## src/rtl/serial_subtractor.sv

```systemverilog
// Bit-serial unsigned subtractor: one full-adder cell computes a + ~b + 1 LSB first, one bit per clock.
// Optional signed-overflow flag enabled by defining SERIAL_SUBTRACTOR_OVF_EN.
module serial_subtractor #(
  parameter int WIDTH = 4
) (
  input  logic             clk,
  input  logic             rst_n,
  input  logic             start,
  input  logic [WIDTH-1:0] a,
  input  logic [WIDTH-1:0] b,
  output logic             ready,
  output logic             busy,
  output logic             done,
  output logic [WIDTH-1:0] diff,
  output logic             borrow,
  output logic             ovf
);

  localparam int CW = (WIDTH > 2) ? $clog2(WIDTH) : 1;

  // Handshake: start is sampled on a rising edge only while ready=1; done is a
  // one-cycle pulse during which diff/borrow/ovf are already valid and then held.
  typedef enum logic [1:0] {
    IDLE = 2'd0,
    CALC = 2'd1,
    DONE = 2'd2
  } state_t;

  state_t           state_q, state_d;
  logic [WIDTH-1:0] opa_q, opa_d;
  logic [WIDTH-1:0] opb_q, opb_d;
  logic [WIDTH-1:0] acc_q, acc_d;
  logic [CW-1:0]    cnt_q, cnt_d;
  logic             carry_q, carry_d;
  logic [WIDTH-1:0] diff_q, diff_d;
  logic             borrow_q, borrow_d;
  logic             sum_bit, carry_out;
  logic [WIDTH-1:0] acc_next;

  assign sum_bit   = opa_q[0] ^ opb_q[0] ^ carry_q;
  assign carry_out = (opa_q[0] & opb_q[0]) | (opa_q[0] & carry_q) | (opb_q[0] & carry_q);
  assign acc_next  = {sum_bit, acc_q[WIDTH-1:1]};

`ifdef SERIAL_SUBTRACTOR_OVF_EN
  logic sa_q, sa_d, sb_q, sb_d, ovf_q, ovf_d;
`endif

  always_comb begin
    state_d  = state_q;
    opa_d    = opa_q;
    opb_d    = opb_q;
    acc_d    = acc_q;
    cnt_d    = cnt_q;
    carry_d  = carry_q;
    diff_d   = diff_q;
    borrow_d = borrow_q;
`ifdef SERIAL_SUBTRACTOR_OVF_EN
    sa_d     = sa_q;
    sb_d     = sb_q;
    ovf_d    = ovf_q;
`endif
    case (state_q)
      IDLE: begin
        if (start) begin
          opa_d   = a;
          opb_d   = ~b;
          carry_d = 1'b1;
          cnt_d   = '0;
          state_d = CALC;
`ifdef SERIAL_SUBTRACTOR_OVF_EN
          sa_d    = a[WIDTH-1];
          sb_d    = b[WIDTH-1];
`endif
        end
      end
      CALC: begin
        carry_d = carry_out;
        opa_d   = opa_q >> 1;
        opb_d   = opb_q >> 1;
        acc_d   = acc_next;
        cnt_d   = cnt_q + CW'(1);
        if (cnt_q == CW'(WIDTH - 1)) begin
          // Result is latched from the final bit so it is valid while done is high.
          state_d  = DONE;
          diff_d   = acc_next;
          borrow_d = ~carry_out;
`ifdef SERIAL_SUBTRACTOR_OVF_EN
          ovf_d    = (sa_q != sb_q) && (sum_bit != sa_q);
`endif
        end
      end
      DONE:    state_d = IDLE;
      default: state_d = IDLE;
    endcase
  end

  always_ff @(posedge clk or negedge rst_n) begin
    if (!rst_n) begin
      state_q  <= IDLE;
      opa_q    <= '0;
      opb_q    <= '0;
      acc_q    <= '0;
      cnt_q    <= '0;
      carry_q  <= 1'b0;
      diff_q   <= '0;
      borrow_q <= 1'b0;
    end else begin
      state_q  <= state_d;
      opa_q    <= opa_d;
      opb_q    <= opb_d;
      acc_q    <= acc_d;
      cnt_q    <= cnt_d;
      carry_q  <= carry_d;
      diff_q   <= diff_d;
      borrow_q <= borrow_d;
    end
  end

`ifdef SERIAL_SUBTRACTOR_OVF_EN
  always_ff @(posedge clk or negedge rst_n) begin
    if (!rst_n) begin
      sa_q  <= 1'b0;
      sb_q  <= 1'b0;
      ovf_q <= 1'b0;
    end else begin
      sa_q  <= sa_d;
      sb_q  <= sb_d;
      ovf_q <= ovf_d;
    end
  end
  assign ovf = ovf_q;
`else
  assign ovf = 1'b0;
`endif

  assign ready  = (state_q == IDLE);
  assign busy   = (state_q == CALC);
  assign done   = (state_q == DONE);
  assign diff   = diff_q;
  assign borrow = borrow_q;

endmodule

```

## config.mk

```make
export PLATFORM = sky130hd
export DESIGN_NAME = serial_subtractor
export DESIGN_NICKNAME = d
export VERILOG_FILES = /design/src/rtl/serial_subtractor.sv
export SDC_FILE = /design/constraint.sdc
export NUM_CORES = 1
export LEC_CHECK = 0
export ABC_AREA = 1
export ABC_CLOCK_PERIOD_IN_PS = 1500
export CELL_PAD_IN_SITES_DETAIL_PLACEMENT = 1
export CELL_PAD_IN_SITES_GLOBAL_PLACEMENT = 1
export CORE_ASPECT_RATIO = 0.75
export CORE_MARGIN = 8
export CORE_UTILIZATION = 39
export CTS_BUF_LIST = sky130_fd_sc_hd__clkbuf_8
export CTS_CLUSTER_SIZE = 10
export DETAILED_ROUTE_END_ITERATION = 7
export PLACE_DENSITY_LB_ADDON = 0.1
export SYNTH_ARGS = -nofsm -noshare
export SYNTH_HDL_FRONTEND = slang
export SYNTH_SLANG_ARGS = --single-unit
```

## constraint.sdc

```tcl
create_clock -name clk -period 1.5 [get_ports clk]
set_input_delay 0.45 -clock clk [delete_from_list [all_inputs] [get_ports clk]]
set_output_delay 0.45 -clock clk [all_outputs]
set_load 0.1 [all_outputs]
```

==> results_dict.tcl, run 1 <==
set metrics [dict create \
    status "finished, violations left" \
    violations "negative setup slack" \
    drc 0 \
    hold_viol 0 \
    crit_buf_inv 2 \
    timing.final.crit_share_pct 105 \
    clock-root-buffer "clkbuf_8" \
    rows 15 \
    cts_sinks 21 \
    critPathKind "register to output pin" \
    final_common_cell "nand2_1" \
    fp.dieH_um 59.4 \
    nets 153 \
    post-place-ws_ps 12.7 \
    final_cell_mix "nand2_1 (38), dfrtp_1 (19), inv_1 (17), clkdlybuf4s50_1 (10)" \
    dieArea_um2 4390 \
    area_growth_pct 40.4 \
    vias_per_cell 4.59 \
    path_cells "buf_6 -> nor2_4 -> buf_12" \
    path_delay_family "flip-flops" \
    core_area_um2 2350 \
    clk_pin_slew_ps 80 \
    via_count 794 \
    slowest_delay_ps 450 \
    h-tree-depth 1 \
    dp_hpwl_um 1690 \
    setup_viol 3 \
    fin_setup_tns_ps -154 \
    cp_slowest_cell "dfrtp_2" \
    first_pass_iters 4 \
    grt_max_degree 22 \
    design_area_um2 1380 \
    ant_nets 0 \
    drive_gt1_share_pct 23.0 \
    yosysUniqueCellTypes 19 \
    drv_cap 0 \
    critPathMaxFanout 3 \
    fmax_mhz 636 \
    placed_cells 165 \
    syn_nets 126 \
    cp.arrival_ps 1120 \
    ys_ff_latch 21 \
    wl_per_cell_um 13.8 \
    die_x_um 73.9 \
    grt_use_total_pct 11.7 \
    boundaryPins 20 \
    placed_area_um2 1290 \
    grt.overflow.total 0 \
    antenna_cells 0 \
    grt_pass1_vias 861 \
    rsz0062_at_grt "true" \
    tritoncts "done" \
    period_needed_ps 1570 \
    fin_cells 173 \
    critPathCaptureType "output pin" \
    antenna_found_initial 0 \
    synth_area_um2 980 \
    drt_wl_total_um 2390 \
    skew_ps 6.98 \
    min_path_type "register to register" \
    startpoint_type "register" \
    syn_inst 113 \
    yosysWarnings 0 \
    drt_iter0_drc 31 \
    grt_pass1_wl_um 3940 \
    synth_area_per_cell_um2 8.67 \
    ys_seq_area_share_pct 53.6 \
    insertion_delay_ps 260 \
    routabilityCongestion 0.696 \
    timing.final.ws_setup_ps -72.3 \
    cts_max_path_buffers 2 \
    initial_utilization_pct 41.8 \
    critPathRequiredTime_ps 1050 \
    cts_buffers 3 \
    portBuffers 18 \
    maxSlewViolCount 0 \
]
## state kept, by name (all words and copies together) (netlist names)
name / count
carry_q: 1
opa_q: 4
borrow: 1
diff: 4
acc_q: 3
opb_q: 4
cnt_q: 2
state_q: 2
## timing repair
item / CTS / global route
gates resized for setup: 4 / 0
pin swaps: 2 / 1
setup endpoints to repair: 3 / 3
setup buffers: 2 / 2
hold endpoints to repair: 0 / 0
hold buffers: 0 / 0
## per-stage QoR
step / hold WS (ps) / utilization [%]
2_1_floorplan: 154 / -
3_3_place_gp: 458 / 55.0
3_5_place_dp: 457 / 55.0
4_1_cts: 479 / 58.0
5_1_grt: 509 / 58.6
6_report: 487 / 58.6
## synth_stat cells (all sizes together)
library cell,count,area share [%]
nand3,7,3.6
conb,1,0.38
nand2,43,18
dfrtp,21,54
ha,1,1.3
inv,18,6.9
a21oi,2,1.4
buf,3,3.1
fa,1,2.0
nor2,5,2.7
o21ai,11,6.8
## worst register-to-register path: stages, from the launching register on
cell	delay [ps]
dfrtp_2	450
buf_6	130
buf_4	170
nand2_4	170
nand2_2	160
nand3_1	120
nand2_1	50
## kinds of logic after synthesis
kind of cell | after synthesis | share of synthesized area (%)
AOI/OAI and AO/OA | 13 | 8.17
adders and majority gates | 2 | 3.32
buffers and inverters | 21 | 9.96
DFF | 21 | 53.6
other | 1 | 0.383
and+or+nand+nor | 55 | 24.5
## final cells by class
type / instances / area [um2]
Fill cell: 265 / 971
Sequential cell: 21 / 528
Multi-Input combinational cell: 71 / 372
Timing Repair Buffer: 25 / 317
Inverter: 18 / 70.1
Tap cell: 34 / 42.5
Clock buffer: 3 / 41.3
Clock inverter: 1 / 5.00
## worst paths after layout
path / depth (start not counted) / startpoint / slack (ps) / endpoint
min in group asynchronous: 2 / rst_n / 530 / opa_q[0]$_DFFE_PN0P_
worst max register to register: 6 / state_q[0]$_DFFE_PN0P_ / 140 / opb_q[2]$_DFFE_PN0P_
worst max-delay path: 3 / state_q[0]$_DFFE_PN0P_ / -70 / done
max in group asynchronous: 2 / rst_n / 740 / state_q[0]$_DFFE_PN0P_
worst min-delay path: 2 / acc_q[2]$_DFFE_PN0P_ / 490 / acc_q[2]$_DFFE_PN0P_
worst min register to register: 2 / acc_q[2]$_DFFE_PN0P_ / 490 / acc_q[2]$_DFFE_PN0P_
## layer usage
metal  global-route usage [%]  part of all wire (%)  up-vias
met4                     1.70                  0.38        0
met2                     20.2                    51       13
met3                     4.73                   4.4        2
met5                        0                     0        -
met1                     13.6                    44      389
li1                         -                     -      390
Power of run 1 is left out: the tool's default activity adds up to more than one toggle a clock period on the data nets, which glitch-free logic cannot reach.
==> inputs of run 2 (changes only) <==
Settings changed: ABC_CLOCK_PERIOD_IN_PS 1500 to 1900, CORE_UTILIZATION 39 to 41.
Clock period 1.5 ns to 1.9 ns, I/O delays scaled along.
==> run 2 against run 1 <==
Worst hold slack got worse by 7.7 ps; routed wire length fell by 5.4%; via count is 5.5% lower; sequential share of layout area rose by 1.4 points; critical path type unchanged; die area fell by 3.7%; setup slack better by 230 ps; non-clock buffer count down 5; count of clock-buffer cells in the layout unchanged; cell count down 2.9%; highest routed layer unchanged; the run now ends clean; global-route usage fell by 0.26 points; cell area fell by 4.1%; critical endpoint unchanged; register-to-register slack gained 510 ps.
==> results_dict.tcl, run 2 (same netlist as run 1, synthesis figures left out) <==
set metrics [dict create \
    whs_ps 479 \
    min_path_type "register to register" \
    nets 148 \
    timing.final.ws_setup_ps 155 \
    n_fill_cell 272 \
    r2r-start "state_q[0]$_DFFE_PN0P_" \
    final_common_cell "nand2_1" \
    grt.overflow.total 0 \
    area_growth_pct 34.6 \
    first_pass_iters 4 \
    antenna_found_initial 0 \
    clock-root-buffer "clkbuf_8" \
    antenna_cells 0 \
    startpoint_type "register" \
    hold_viol 0 \
    ant_nets 0 \
    dp_hpwl_um 1750 \
    rsz0062_at_grt "false" \
    critPathMaxFanout 4 \
    fp.dieH_um 58.3 \
    ff2ff_path_depth 5 \
    period_needed_ps 1740 \
    portBuffers 18 \
    boundaryPins 20 \
    drv_cap 0 \
    grt_pass1_wl_um 3870 \
    drt_wl_total_um 2260 \
    drc 0 \
    skew_ps 8.33 \
    fmax_mhz 573 \
    critPathCaptureType "output pin" \
    clk_pin_slew_ps 80 \
    hold_path_end "cnt_q[0]$_DFFE_PN0P_" \
    grt_max_degree 22 \
    wl_per_cell_um 13.4 \
    tritoncts "done" \
    maxSlewViolCount 0 \
    drt_iter0_drc 23 \
    hold_buffers 0 \
    insertion_delay_ps 260 \
    reg2reg_to "opa_q[1]$_DFFE_PN0P_" \
    routabilityCongestion 0.769 \
    grt_pass1_vias 823 \
    h-tree-depth 1 \
    via_count 750 \
    hold_start "cnt_q[0]$_DFFE_PN0P_" \
    cts_resized 0 \
    grt_use_total_pct 11.5 \
    r2r_slack_ps 650 \
    cp.arrival_ps 1170 \
    cts_buffers 3 \
    vias_per_cell 4.46 \
    status "complete, no violations" \
    die_x_um 72.4 \
    hold_path_depth 1 \
    dieArea_um2 4230 \
    critPathKind "register to output pin" \
    initial_utilization_pct 42.8 \
    setup_viol 0 \
    cts_max_path_buffers 2 \
    post-place-ws_ps 233 \
    drive_gt1_share_pct 18.7 \
    rows 15 \
    core_area_um2 2290 \
    timing.final.crit_share_pct 91.8 \
    final_cell_mix "nand2_1 (38), dfrtp_1 (21), inv_1 (17), clkdlybuf4s50_1 (10)" \
    critPathRequiredTime_ps 1330 \
    cts_sinks 21 \
    post_cts_buffers 0 \
]
[run 2: cell types whose count changed in the layout (fill, tap and decap cells not counted), sizes merged]
cell,change
buf,-5
[run 2: how the worst max path moves through the flow]
| stage | start | end | slack (ps) | cells after the start |
|---|---|---|---|---|
| after floorplan | state_q[0]$_DFFE_PN0P_ | ready | -20 | 2 |
| after global placement | start | opa_q[1]$_DFFE_PN0P_ | 290 | 5 |
| after detailed placement | start | opa_q[0]$_DFFE_PN0P_ | 230 | 4 |
| after CTS | state_q[1]$_DFFE_PN0P_ | done | 130 | 3 |
| after global routing | state_q[1]$_DFFE_PN0P_ | done | 90 | 3 |
| final | state_q[1]$_DFFE_PN0P_ | done | 160 | 3 |
[run 2: critical path, stage by stage, from the launching register on]
cell and delay [ps]:
dfrtp_1 450, inv_2 110, nor2_2 160, buf_12 190
[run 2: cell type report]
cell class	instances	area [um2]	share of cell area (%)
repair buffers	20	275	20.9
multi-input cells	71	362	27.4
clock inverters	1	5.00	0.380
inverters	18	67.6	5.12
clock buffers	3	41.3	3.13
flip-flops and latches	21	526	39.8
well taps	34	42.5	3.23
[run 2: per-stage QoR]
step / setup TNS (ps) / instances / util, % / cell area [um2]
6_report: 0 / 168 / 57.6 / 1320
5_1_grt: 0 / 168 / 57.6 / 1320
4_1_cts: 0 / 168 / 57.6 / 1320
3_5_place_dp: 0 / 164 / 55.6 / 1270
3_3_place_gp: 0 / 164 / 55.6 / 1270
2_1_floorplan: -22.0 / 113 / - / 985
[run 2: routing by layer]
layer  part of all wire (%)  GRT usage [%]  up-vias
li1                       -              -      380
met1                     44           13.8      354
met2                     51           19.4       14
met3                    5.2           4.41        2
met4                   0.58           1.70        0
met5                      0              0        -
Power of run 2 is left out for the same reason.
